==> config.mk <==
export PLATFORM = sky130hd
export DESIGN_NAME = wb_port_arbiter
export DESIGN_NICKNAME = d
export VERILOG_FILES = /design/src/rtl/wb_port_arbiter.sv
export SDC_FILE = /design/constraint.sdc
export NUM_CORES = 1
export LEC_CHECK = 0
export CORE_UTILIZATION = 42
export DETAILED_ROUTE_END_ITERATION = 8
export PLACE_DENSITY = 0.81
export SYNTH_ARGS = -nofsm -noshare
export SYNTH_HDL_FRONTEND = slang
export SYNTH_SLANG_ARGS = --single-unit
==> constraint.sdc <==
create_clock -name clk -period 2.77 [get_ports clk]
set_input_delay 0.4155 -clock clk [delete_from_list [all_inputs] [get_ports clk]]
set_output_delay 0.4155 -clock clk [all_outputs]
set_load 0.005 [all_outputs]
==> src/rtl/wb_port_arbiter.sv <==
// rtl/wb_port_arbiter.sv - writeback port arbiter for the 32x32 register file with pending-write scoreboard
// Optional feature macro: WB_RR_ARB_EN (round-robin arbitration between A and B; default is fixed priority with starvation guard)
module wb_port_arbiter #(
  parameter int STARVE_MAX = 4,
  parameter int CNT_W      = 4
) (
  input  logic             clk,
  input  logic             rst_n,
  input  logic             a_valid,
  output logic             a_ready,
  input  logic [4:0]       a_wn,
  input  logic [31:0]      a_wd,
  input  logic             b_valid,
  output logic             b_ready,
  input  logic [4:0]       b_wn,
  input  logic [31:0]      b_wd,
  input  logic             iss_valid,
  input  logic [4:0]       iss_wn,
  input  logic             flush,
  output logic             RegWrite,
  output logic [4:0]       WN,
  output logic [31:0]      WD,
  output logic [31:0]      busy_vec,
  output logic [CNT_W-1:0] starve_cnt
);

  logic        grant_a;
  logic        grant_b;
  logic        win;
  logic [4:0]  wn_sel;
  logic [31:0] wd_sel;
  logic [31:0] busy_next;

`ifdef WB_RR_ARB_EN
  typedef enum logic {REQ_A = 1'b0, REQ_B = 1'b1} req_e;
  req_e rr_last;

  // Grant selection: single requester wins, contention goes to whoever was not granted last
  always_comb begin
    grant_a = 1'b0;
    grant_b = 1'b0;
    if (rst_n && !flush) begin
      if (a_valid && b_valid) begin
        if (rr_last == REQ_A) grant_b = 1'b1;
        else                  grant_a = 1'b1;
      end else begin
        grant_a = a_valid;
        grant_b = b_valid;
      end
    end
  end

  // Remember the most recent grant so contention alternates
  always_ff @(posedge clk or negedge rst_n) begin
    if (!rst_n) begin
      rr_last <= REQ_B;
    end else if (grant_a) begin
      rr_last <= REQ_A;
    end else if (grant_b) begin
      rr_last <= REQ_B;
    end
  end

  assign starve_cnt = '0;
`else
  localparam logic [CNT_W-1:0] STARVE_LIM = CNT_W'(STARVE_MAX);

  // Grant selection: A has priority unless B has waited STARVE_LIM cycles
  always_comb begin
    grant_a = 1'b0;
    grant_b = 1'b0;
    if (rst_n && !flush) begin
      if (b_valid && (!a_valid || starve_cnt == STARVE_LIM)) grant_b = 1'b1;
      else                                                   grant_a = a_valid;
    end
  end

  // Count consecutive cycles B is left waiting; saturates at the limit
  always_ff @(posedge clk or negedge rst_n) begin
    if (!rst_n) begin
      starve_cnt <= '0;
    end else if (flush) begin
      starve_cnt <= '0;
    end else if (b_valid && !grant_b) begin
      if (starve_cnt != STARVE_LIM) starve_cnt <= starve_cnt + 1'b1;
    end else begin
      starve_cnt <= '0;
    end
  end
`endif

  assign a_ready = grant_a;
  assign b_ready = grant_b;
  assign win     = grant_a | grant_b;
  assign wn_sel  = grant_b ? b_wn : a_wn;
  assign wd_sel  = grant_b ? b_wd : a_wd;

  // Register the winning write; writes to r0 are accepted but dropped
  always_ff @(posedge clk or negedge rst_n) begin
    if (!rst_n) begin
      RegWrite <= 1'b0;
      WN       <= '0;
      WD       <= '0;
    end else begin
      RegWrite <= win && (wn_sel != 5'd0);
      if (win && (wn_sel != 5'd0)) begin
        WN <= wn_sel;
        WD <= wd_sel;
      end
    end
  end

  // Next scoreboard value: retire the completing write, then mark the new issue (newer issue wins)
  always_comb begin
    busy_next = busy_vec;
    if (RegWrite) busy_next[WN] = 1'b0;
    if (iss_valid && (iss_wn != 5'd0)) busy_next[iss_wn] = 1'b1;
    busy_next[0] = 1'b0;
  end

  // Pending-write scoreboard; a flush drops every pending entry
  always_ff @(posedge clk or negedge rst_n) begin
    if (!rst_n) begin
      busy_vec <= '0;
    end else if (flush) begin
      busy_vec <= '0;
    end else begin
      busy_vec <= busy_next;
    end
  end

endmodule

==> impl_metrics.py, run 1 <==
metrics = {
    "timing": {
        "rsz0062_at_grt": "no",
        "finalMaxSlewViolations": 0,
        "finalHoldViolations": 0,
        "maxSlewHeadroom_pct": 39.62,
        "tns_ps": 0,
        "max_freq_mhz": 384.6,
        "tightestPinTransition_ps": 905.7,
        "final.period_utilization_pct": 93.87,
        "period_minus_slack_ps": 2600,
        "fin_skew_ps": 9.192,
        "whs_ps": 241.8,
        "setup_viol": 0,
    },
    "drt": {
        "drc": 0,
        "routedWlPerCell_um": 16.96,
        "drt_pre_antenna_iters": 5,
        "vias": 3108,
        "wirelength_mm": 10.03,
        "vias_per_cell": 5.259,
        "drtIter0Drc": 134,
        "drtAntennaViolNets": 0,
    },
    "yosys": {
        "synth_cell_type_count": 31,
        "async_flop_share_pct": 100.0,
        "syn_nets": 403,
        "ys_seq_area_share_pct": 51.19,
        "synth_warnings": 0,
        "synth_area_leaders": "dfrtp_1 (51%), mux2_2 (21%), a21oi_1 (4.9%)",
        "synth_most_common_cell": "dfrtp_1",
        "synth_top_area_share_pct": 51.19,
        "synth_area_sq_um": 3568,
        "yosys-top-cells-count": "dfrtp_1 (73), mux2_2 (65), nand2_1 (37), a21oi_1 (35), o21ai_0 (33)",
        "yosysTopAreaCell": "dfrtp_1",
        "synth-edff-count": 0,
        "synth_seq_cells": 73,
        "syn_inst": 316,
        "syn_area_per_cell_sq_um": 11.29,
        "synthFlopType": "dfrtp_1",
    },
    "critical_path": {
        "critPathArrivalTime_ps": 2180,
        "reg2reg_depth": 8,
        "critical_path.cell_chain": "inv_1 -> ha_1 -> nand3b_1 -> a21oi_4 -> buf_4 -> clkdlybuf4s50_1",
        "worst-path-max-fanout": 14,
        "crit_family": "buffers and inverters",
        "cp.required_ps": 2350,
        "end_kind": "output port",
        "critPathMaxStageDelay_ps": 530,
        "crit_type": "flop to output port",
        "cp_num_cells": 6,
        "crit_buf_inv": 3,
        "slowest_stage": "clkdlybuf4s50_1",
        "cp-start-kind": "flop",
    },
    "run": {
        "drv_cap": 0,
    },
    "placed_design": {
        "gp_congestion": 0.8238,
        "port_buffers": 159,
        "place_hpwl_mm": 7.530,
    },
    "die": {
        "die_y_um": 94.18,
        "start_util_pct": 43.43,
        "rows": 33,
        "dieArea_sq_um": 8869,
        "io_pins": 161,
        "die_width_um": 94.18,
        "core_area_sq_um": 8217,
    },
    "global_routing": {
        "grt_max_degree": 56,
        "antenna_found_initial": 0,
        "overflow": 0,
        "grt_pass1_wl_mm": 15.18,
        "grt_usage_pct": 22.77,
        "grt_pass1_vias": 3016,
    },
    "layout": {
        "drive_gt1_share_pct": 19.96,
        "n_fill_cell": 629,
        "multiInputGateArea_sq_um": 1647,
        "syn2layout_area_growth_pct": 55.05,
        "regArea_sq_um": 1828,
        "antenna_cells": 0,
        "nets": 568,
    },
    "pwr": {
        "peakVddDrop_mv": 0.3057,
        "leakagePower_nw": 2.225,
        "power_density_nw_per_um2": 515.9,
        "finalPower_mw": 2.854,
    },
    "outcome": {
        "status": "finished clean",
    },
    "worst_hold_path": {
        "min_path_type": "primary input to async pin",
    },
    "clock_network": {
        "path_clk_slew_ps": 80,
        "htree_levels": 3,
        "clock_sinks": 73,
        "cts_tree": "built",
        "cts_root_buffer": "clkbuf_8",
        "insertion_delay_ps": 340,
        "cts_buffers": 9,
        "clockBufferDepth": 2,
    },
}
## what timing repair did
| action | 4_1_cts | 5_1_grt |
|---|---|---|
| hold buffers | 1 | 0 |
| hold endpoints to repair | 18 | 0 |
| resized for setup | 0 | 4 |
| buffers inserted | 0 | 0 |
| endpoints found under the setup margin | 0 | 1 |
## state kept, by name, summed over array words and instances (netlist names)
| signal | flops |
|---|---|
| RegWrite | 1 |
| WD | 32 |
| WN | 5 |
| busy_vec | 31 |
| starve_cnt | 4 |
## report_power, final
| group | total, mW | internal, mW | switching [mW] |
|---|---|---|---|
| clock network | 0.922 | 0.534 | 0.388 |
| logic | 0.666 | 0.441 | 0.226 |
| registers | 1.27 | 1.18 | 0.0864 |
## stage by stage
step / util, % / instance area (sq um) / setup slack (ps) / instances
floorplan: - / 3568 / 565.1 / 316
global placement: 64.40 / 5291 / -56.57 / 574
detailed placement: 64.40 / 5291 / -121.8 / 574
CTS: 67.21 / 5523 / 140.4 / 591
global route: 67.34 / 5533 / 2.359 / 591
finish: 67.34 / 5533 / 169.8 / 591
## worst register-to-register path, cell delays in order (launching register included)
cell	delay [ps]
dfrtp_1	420
inv_1	90
ha_1	170
nand3b_1	160
a21oi_4	220
buf_4	250
buf_4	360
mux2_2	400
mux2_1	290
## placed cells by master, fill, tap and decap left out, drive strengths merged
cell type      count
o31ai              1
ha                 2
dlymetal6s2s       1
bufinv             2
mux2              70
nor2b              1
or4                2
a22o               1
clkinvlp           1
mux2i              3
or3                1
clkdlybuf4s50    157
inv                4
and3               3
conb               1
dfrtp             73
xnor2              2
clkinv             1
or3b               4
o21ai             34
nor3               2
dlygate4sd3        1
buf                9
nor2               8
nor3b              4
nand3              3
a21oi             36
nand3b             7
and3b              3
clkbuf            12
nand2             37
## path summary, 6_finish.rpt
path	from	end	slack, ps
min in group clk	WD[25]	WD[25]	500
min	rst_n	busy_vec[11]	240
max in group asynchronous	rst_n	starve_cnt[0]	1440
min reg2reg	WD[25]	WD[25]	500
max	starve_cnt[1]	b_ready	170
max reg2reg	starve_cnt[1]	WD[8]	280
## final cells by class
type | instances | share of cell area (%)
multi-input combinational | 225 | 29.76
tap | 105 | 2.374
timing repair buffer | 168 | 30.55
inverter | 4 | 0.2714
clock buffer | 12 | 2.623
sequential | 73 | 33.04
clock inverter | 4 | 1.379
## metal layers
metal | routed length [um] | share of wire (%) | GRT usage [%] | vias to the layer above
met5 | 0 | 0 | 0 | -
met4 | 129 | 1.3 | 6.923 | 0
met3 | 557 | 5.6 | 4.693 | 12
met2 | 5444 | 54 | 39.49 | 114
met1 | 3895 | 39 | 28.27 | 1531
li1 | - | - | - | 1451
## cells by family (layout without fill, tap and decap cells)
| group | after synthesis | count (layout) | share of synthesized area (%) |
|---|---|---|---|
| AO/OA/AOI/OAI | 72 | 72 | 10.76 |
| other | 1 | 1 | 0.1051 |
| adder cells (fa/ha/maj) | 2 | 2 | 0.7012 |
| flip-flops | 73 | 73 | 51.19 |
| buffers and inverters | 18 | 188 | 2.945 |
| multiplexers | 73 | 73 | 22.93 |
| AND/OR/NAND/NOR | 75 | 75 | 10.87 |
| XOR/XNOR | 2 | 2 | 0.4910 |
No activity file was read; power rests on OpenSTA's default activity.
==> run 2, diff against run 1 <==
CORE_ASPECT_RATIO = 0.9   (was unset)
SKIP_LAST_GASP = 1   (was unset)
==> run 2 against run 1 <==
Compared with the run above:
- sequential power barely moved
- global-route usage down 0.32 points
- clock power grew 9.5%
- cell count down 0.51%
- first-iteration DRC count is 0.75% lower
- largest power group unchanged
==> impl_metrics.py, run 2 (same netlist as run 1, synthesis figures left out) <==
metrics = {
    "timing": {
        "rsz0062_at_grt": "no",
        "tightestPinTransition_ps": 831.5,
        "finalMaxSlewViolations": 0,
        "setup_viol": 0,
        "tns_ps": 0,
        "period_minus_slack_ps": 2637,
        "final.period_utilization_pct": 95.20,
        "maxSlewHeadroom_pct": 44.57,
        "finalHoldViolations": 0,
        "max_freq_mhz": 379.2,
        "whs_ps": 263.3,
        "fin_skew_ps": 6.087,
    },
    "global_routing": {
        "grt_pass1_vias": 3037,
        "grt_pass1_wl_mm": 15.16,
        "grt_max_degree": 58,
        "grt_usage_pct": 22.45,
        "antenna_found_initial": 0,
        "overflow": 0,
    },
    "drt": {
        "routedWlPerCell_um": 17.62,
        "vias_per_cell": 5.253,
        "drtIter0Drc": 133,
        "drc": 0,
        "drtAntennaViolNets": 0,
        "drt_pre_antenna_iters": 4,
        "wirelength_mm": 10.36,
        "vias": 3089,
    },
    "clock_network": {
        "cts_tree": "built",
        "insertion_delay_ps": 340,
        "path_clk_slew_ps": 70,
        "htree_levels": 3,
        "clock_sinks": 73,
        "clockBufferDepth": 2,
        "cts_root_buffer": "clkbuf_8",
        "cts_buffers": 9,
    },
    "critical_path": {
        "end_kind": "output port",
        "critPathArrivalTime_ps": 2220,
        "worst-path-max-fanout": 5,
        "crit_type": "flop to output port",
        "cp-start-kind": "flop",
        "cp.required_ps": 2350,
        "reg2reg_slack_ps": 180,
    },
    "placed_design": {
        "place_hpwl_mm": 7.518,
        "port_buffers": 159,
        "gp_congestion": 0.8306,
        "placed_cells": 568,
    },
    "layout": {
        "nets": 571,
        "syn2layout_area_growth_pct": 56.31,
        "top_regs": "WD: 32 flops, busy_vec: 31 flops, WN: 5 flops",
        "drive_gt1_share_pct": 20.25,
        "top_register": "WD",
        "antenna_cells": 0,
        "final_cell_mix": "clkdlybuf4s50_1 (158), dfrtp_1 (73), mux2_2 (65), nand2_1 (37), a21oi_1 (35)",
        "largest_reg_flops": 32,
        "final_common_cell": "clkdlybuf4s50_1",
        "layout.cells.non_filler": 588,
    },
    "die": {
        "core_area_sq_um": 8145,
        "io_pins": 161,
        "dieArea_sq_um": 8869,
        "die_width_um": 99.16,
        "rows": 31,
        "die_y_um": 89.45,
        "start_util_pct": 43.81,
    },
    "pwr": {
        "peakVddDrop_mv": 0.2828,
        "leakagePower_nw": 2.238,
        "power_density_nw_per_um2": 527.4,
    },
    "run": {
        "drv_cap": 0,
    },
    "outcome": {
        "status": "finished clean",
    },
    "worst_hold_path": {
        "min_path_type": "primary input to async pin",
    },
}
[run 2: changes by cell type in the layout (fill, tap and decap cells not counted), sizes merged]
cell	previous run	this run
dlymetal6s2s	1	0
clkdlybuf4s50	157	158
bufinv	2	3
buf	9	11
[run 2: final cells by class]
class	instances	area, sq um
sequential	73	1827
fill	594	2567
multi-input combinational	225	1644
tap	99	123.9
clock inverter	5	102.6
clock buffer	11	141.4
inverter	4	15.01
timing repair buffer	171	1724
[run 2: layer usage]
metal / GRT usage, % / up-vias / routed length [um]
met5: 0 / - / 0
met4: 7.487 / 0 / 137
met3: 4.457 / 13 / 524
met2: 40.05 / 110 / 5448
met1: 27.77 / 1503 / 4247
li1: - / 1463 / -
[run 2: metrics by stage]
step | instance area, sq um | worst slack (ps) | utilization, % | total power [mW]
floorplan | 3568 | 565.1 | - | 1.494
global placement | 5284 | -20.34 | 64.87 | 1.926
detailed placement | 5284 | -98.70 | 64.87 | 1.954
CTS | 5538 | 58.81 | 67.99 | 2.972
global route | 5578 | 5.637 | 68.48 | 3.069
finish | 5578 | 133.0 | 68.48 | 2.942
[run 2: final timing paths]
path | startpoint | end | cells after the start
hold reg to reg | WD[23] | WD[23] | 1
max in group asynchronous | rst_n | WD[3] | 2
setup reg to reg | starve_cnt[1] | WD[11] | 8
hold / removal | rst_n | busy_vec[29] | 2
setup / recovery | starve_cnt[1] | a_ready | 8
min in group clk | WD[23] | WD[23] | 1
[run 2: critical path, stage by stage (launching register included)]
cell and delay, ps:
dfrtp_1 430, inv_1 100, ha_1 210, nand3b_1 160, buf_4 170, nand2_1 60, nand2_1 100, and3_1 170
clkdlybuf4s50_1 500
[run 2: report_power, final]
group	switching, mW	internal (mW)	total, mW	leakage (nW)
Clock	0.385	0.622	1.01	0.120
Sequential	0.0871	1.18	1.27	0.937
Combinational	0.226	0.442	0.668	1.18
[run 2: timing repair]
item / CTS / global route
endpoints found under the hold margin: 16 / 0
gates resized for setup: 0 / 0
setup endpoints to repair: 0 / 1
setup buffers: 0 / 2
hold buffers: 1 / 0
==> run 3, diff against run 2 <==
CORE_UTILIZATION = 45   (was 42)
PLACE_DENSITY = 0.86   (was 0.81)
clock period = 3.17 ns   (was 2.77 ns; I/O delays follow)
==> run 3 against run 2 <==
Compared with the run above:
- cell count fell by 2.4%
- sequential cell count stayed put
- first-iteration DRC count rose by 5.3%
- utilization grew 2.5 points
- worst hold slack gained 140 ps
- sequential share of layout area increased by 1.0 points
- setup slack better by 160 ps
- power decreased by 22%
- clock power shrank 40%
- critical path type unchanged
==> impl_metrics.py, run 3 (same netlist as run 1, synthesis figures left out) <==
metrics = {
    "clock_network": {
        "clockBufferDepth": 2,
        "insertion_delay_ps": 330,
        "cts_buffers": 9,
        "clock_sinks": 73,
        "cts_root_buffer": "clkbuf_8",
        "ctsResizeCount": 0,
        "path_clk_slew_ps": 70,
        "htree_levels": 3,
        "cts_tree": "built",
        "post_cts_buffers": 0,
        "cts_hold_buf": 0,
    },
    "pwr": {
        "leakagePower_nw": 2.161,
        "peakVddDrop_mv": 0.2074,
        "power_density_nw_per_um2": 423.2,
    },
    "global_routing": {
        "grt_use_met1_pct": 29.72,
        "grt_pass1_vias": 3040,
        "overflow": 0,
        "busiest_layer": "met2",
        "grt_usage_pct": 23.48,
        "antenna_found_initial": 0,
        "grt_util_met3_pct": 3.333,
        "use_met2_pct": 40.45,
        "grt_pass1_wl_mm": 14.81,
        "grt_max_degree": 74,
    },
    "drt": {
        "drtIter0Drc": 140,
        "wirelength_mm": 9.805,
        "drc": 0,
        "routedWlPerCell_um": 17.08,
        "vias": 3103,
        "drt_pre_antenna_iters": 4,
        "drtAntennaViolNets": 0,
        "vias_per_cell": 5.406,
    },
    "critical_path": {
        "critPathMaxStageDelay_ps": 610,
        "slowest_stage": "clkdlybuf4s50_1",
        "crit_type": "flop to output port",
        "cp-start-kind": "flop",
        "critPathArrivalTime_ps": 2400,
        "cp.required_ps": 2690,
        "crit_family": "buffers and inverters",
        "end_kind": "output port",
        "crit_buf_inv": 2,
        "critical_path.cell_chain": "inv_1 -> ha_1 -> nand3b_1 -> a21oi_4 -> clkdlybuf4s50_1",
        "worst-path-max-fanout": 11,
    },
    "timing": {
        "fin_ws_ps": 290.5,
        "max_freq_mhz": 347.3,
        "tns_ps": 0,
        "tightestPinTransition_ps": 905.7,
        "maxSlewHeadroom_pct": 39.62,
        "finalMaxSlewViolations": 0,
        "finalHoldViolations": 0,
        "final.period_utilization_pct": 90.84,
        "period_minus_slack_ps": 2880,
        "fin_skew_ps": 10.29,
        "setup_viol": 0,
        "rsz0062_at_grt": "no",
    },
    "layout": {
        "antenna_cells": 0,
        "n_fill_cell": 552,
        "largest_reg_flops": 32,
        "final_common_cell": "clkdlybuf4s50_1",
        "final_cell_mix": "clkdlybuf4s50_1 (158), dfrtp_1 (73), mux2_2 (65), nand2_1 (37), a21oi_1 (35)",
        "drive_gt1_share_pct": 18.83,
        "syn2layout_area_growth_pct": 51.65,
        "top_regs": "WD: 32 flops, busy_vec: 31 flops, WN: 5 flops",
        "nets": 564,
        "top_register": "WD",
        "layout.cells.non_filler": 574,
    },
    "die": {
        "start_util_pct": 46.83,
        "dieArea_sq_um": 8290,
        "core_area_sq_um": 7620,
        "rows": 30,
        "die_y_um": 86.48,
        "die_width_um": 95.87,
        "io_pins": 161,
    },
    "placed_design": {
        "placed_cells": 562,
        "port_buffers": 159,
        "place_hpwl_mm": 7.342,
        "gp_congestion": 0.8066,
        "dp_worst_setup_slack_ps": 491.1,
    },
    "worst_hold_path": {
        "min_path_type": "primary input to async pin",
    },
    "run": {
        "drv_cap": 0,
    },
    "outcome": {
        "status": "finished clean",
    },
}
[run 3: worst paths after layout]
kind,from,to,slack [ps],cells past startpoint
max in group asynchronous,rst_n,WD[23],2200,2
worst max-delay path,starve_cnt[0],b_ready,290,5
min in group clk,WD[28],WD[28],490,1
worst min register to register,WD[28],WD[28],490,1
worst max register to register,starve_cnt[0],WD[19],610,8
worst min-delay path,rst_n,WD[1],400,2
[run 3: per-stage QoR]
step	cell area [sq um]	utilization (%)	hold slack [ps]	total power [mW]
final	5411	71.02	400.9	2.290
after global routing	5411	71.02	481.7	2.398
after CTS	5411	71.02	423.3	2.311
after detailed placement	5255	68.97	484.5	1.702
after global placement	5255	68.97	472.9	1.679
after floorplan	3568	-	179.9	1.305
[run 3: where the power goes]
group / internal, mW / total [mW] / switching, mW
Clock: 0.308 / 0.609 / 0.300
Combinational: 0.381 / 0.574 / 0.192
Sequential: 1.03 / 1.11 / 0.0761
[run 3: worst register-to-register path, cell delays in order (launching register included)]
cell and delay, ps:
dfrtp_1 440, inv_1 90, ha_1 180, nand3b_1 260, a21oi_4 500, a21oi_1 180, o31ai_4 140, buf_12 260
mux2_2 390
[run 3: layout make-up]
cell class / count / area [sq um] / share of cell area, %
Tap cell: 96 / 120.1 / 2.220
Clock buffer: 11 / 151.4 / 2.798
Timing Repair Buffer: 164 / 1649 / 30.47
Multi-Input combinational cell: 225 / 1644 / 30.38
Sequential cell: 73 / 1827 / 33.76
Inverter: 4 / 15.01 / 0.2775
Clock inverter: 1 / 5.005 / 0.09249
[run 3: metal layers]
layer / part of all wire [%] / vias up
met5: 0 / -
met2: 52 / 143
met1: 39 / 1504
met4: 2.3 / 0
li1: - / 1436
met3: 7.0 / 20
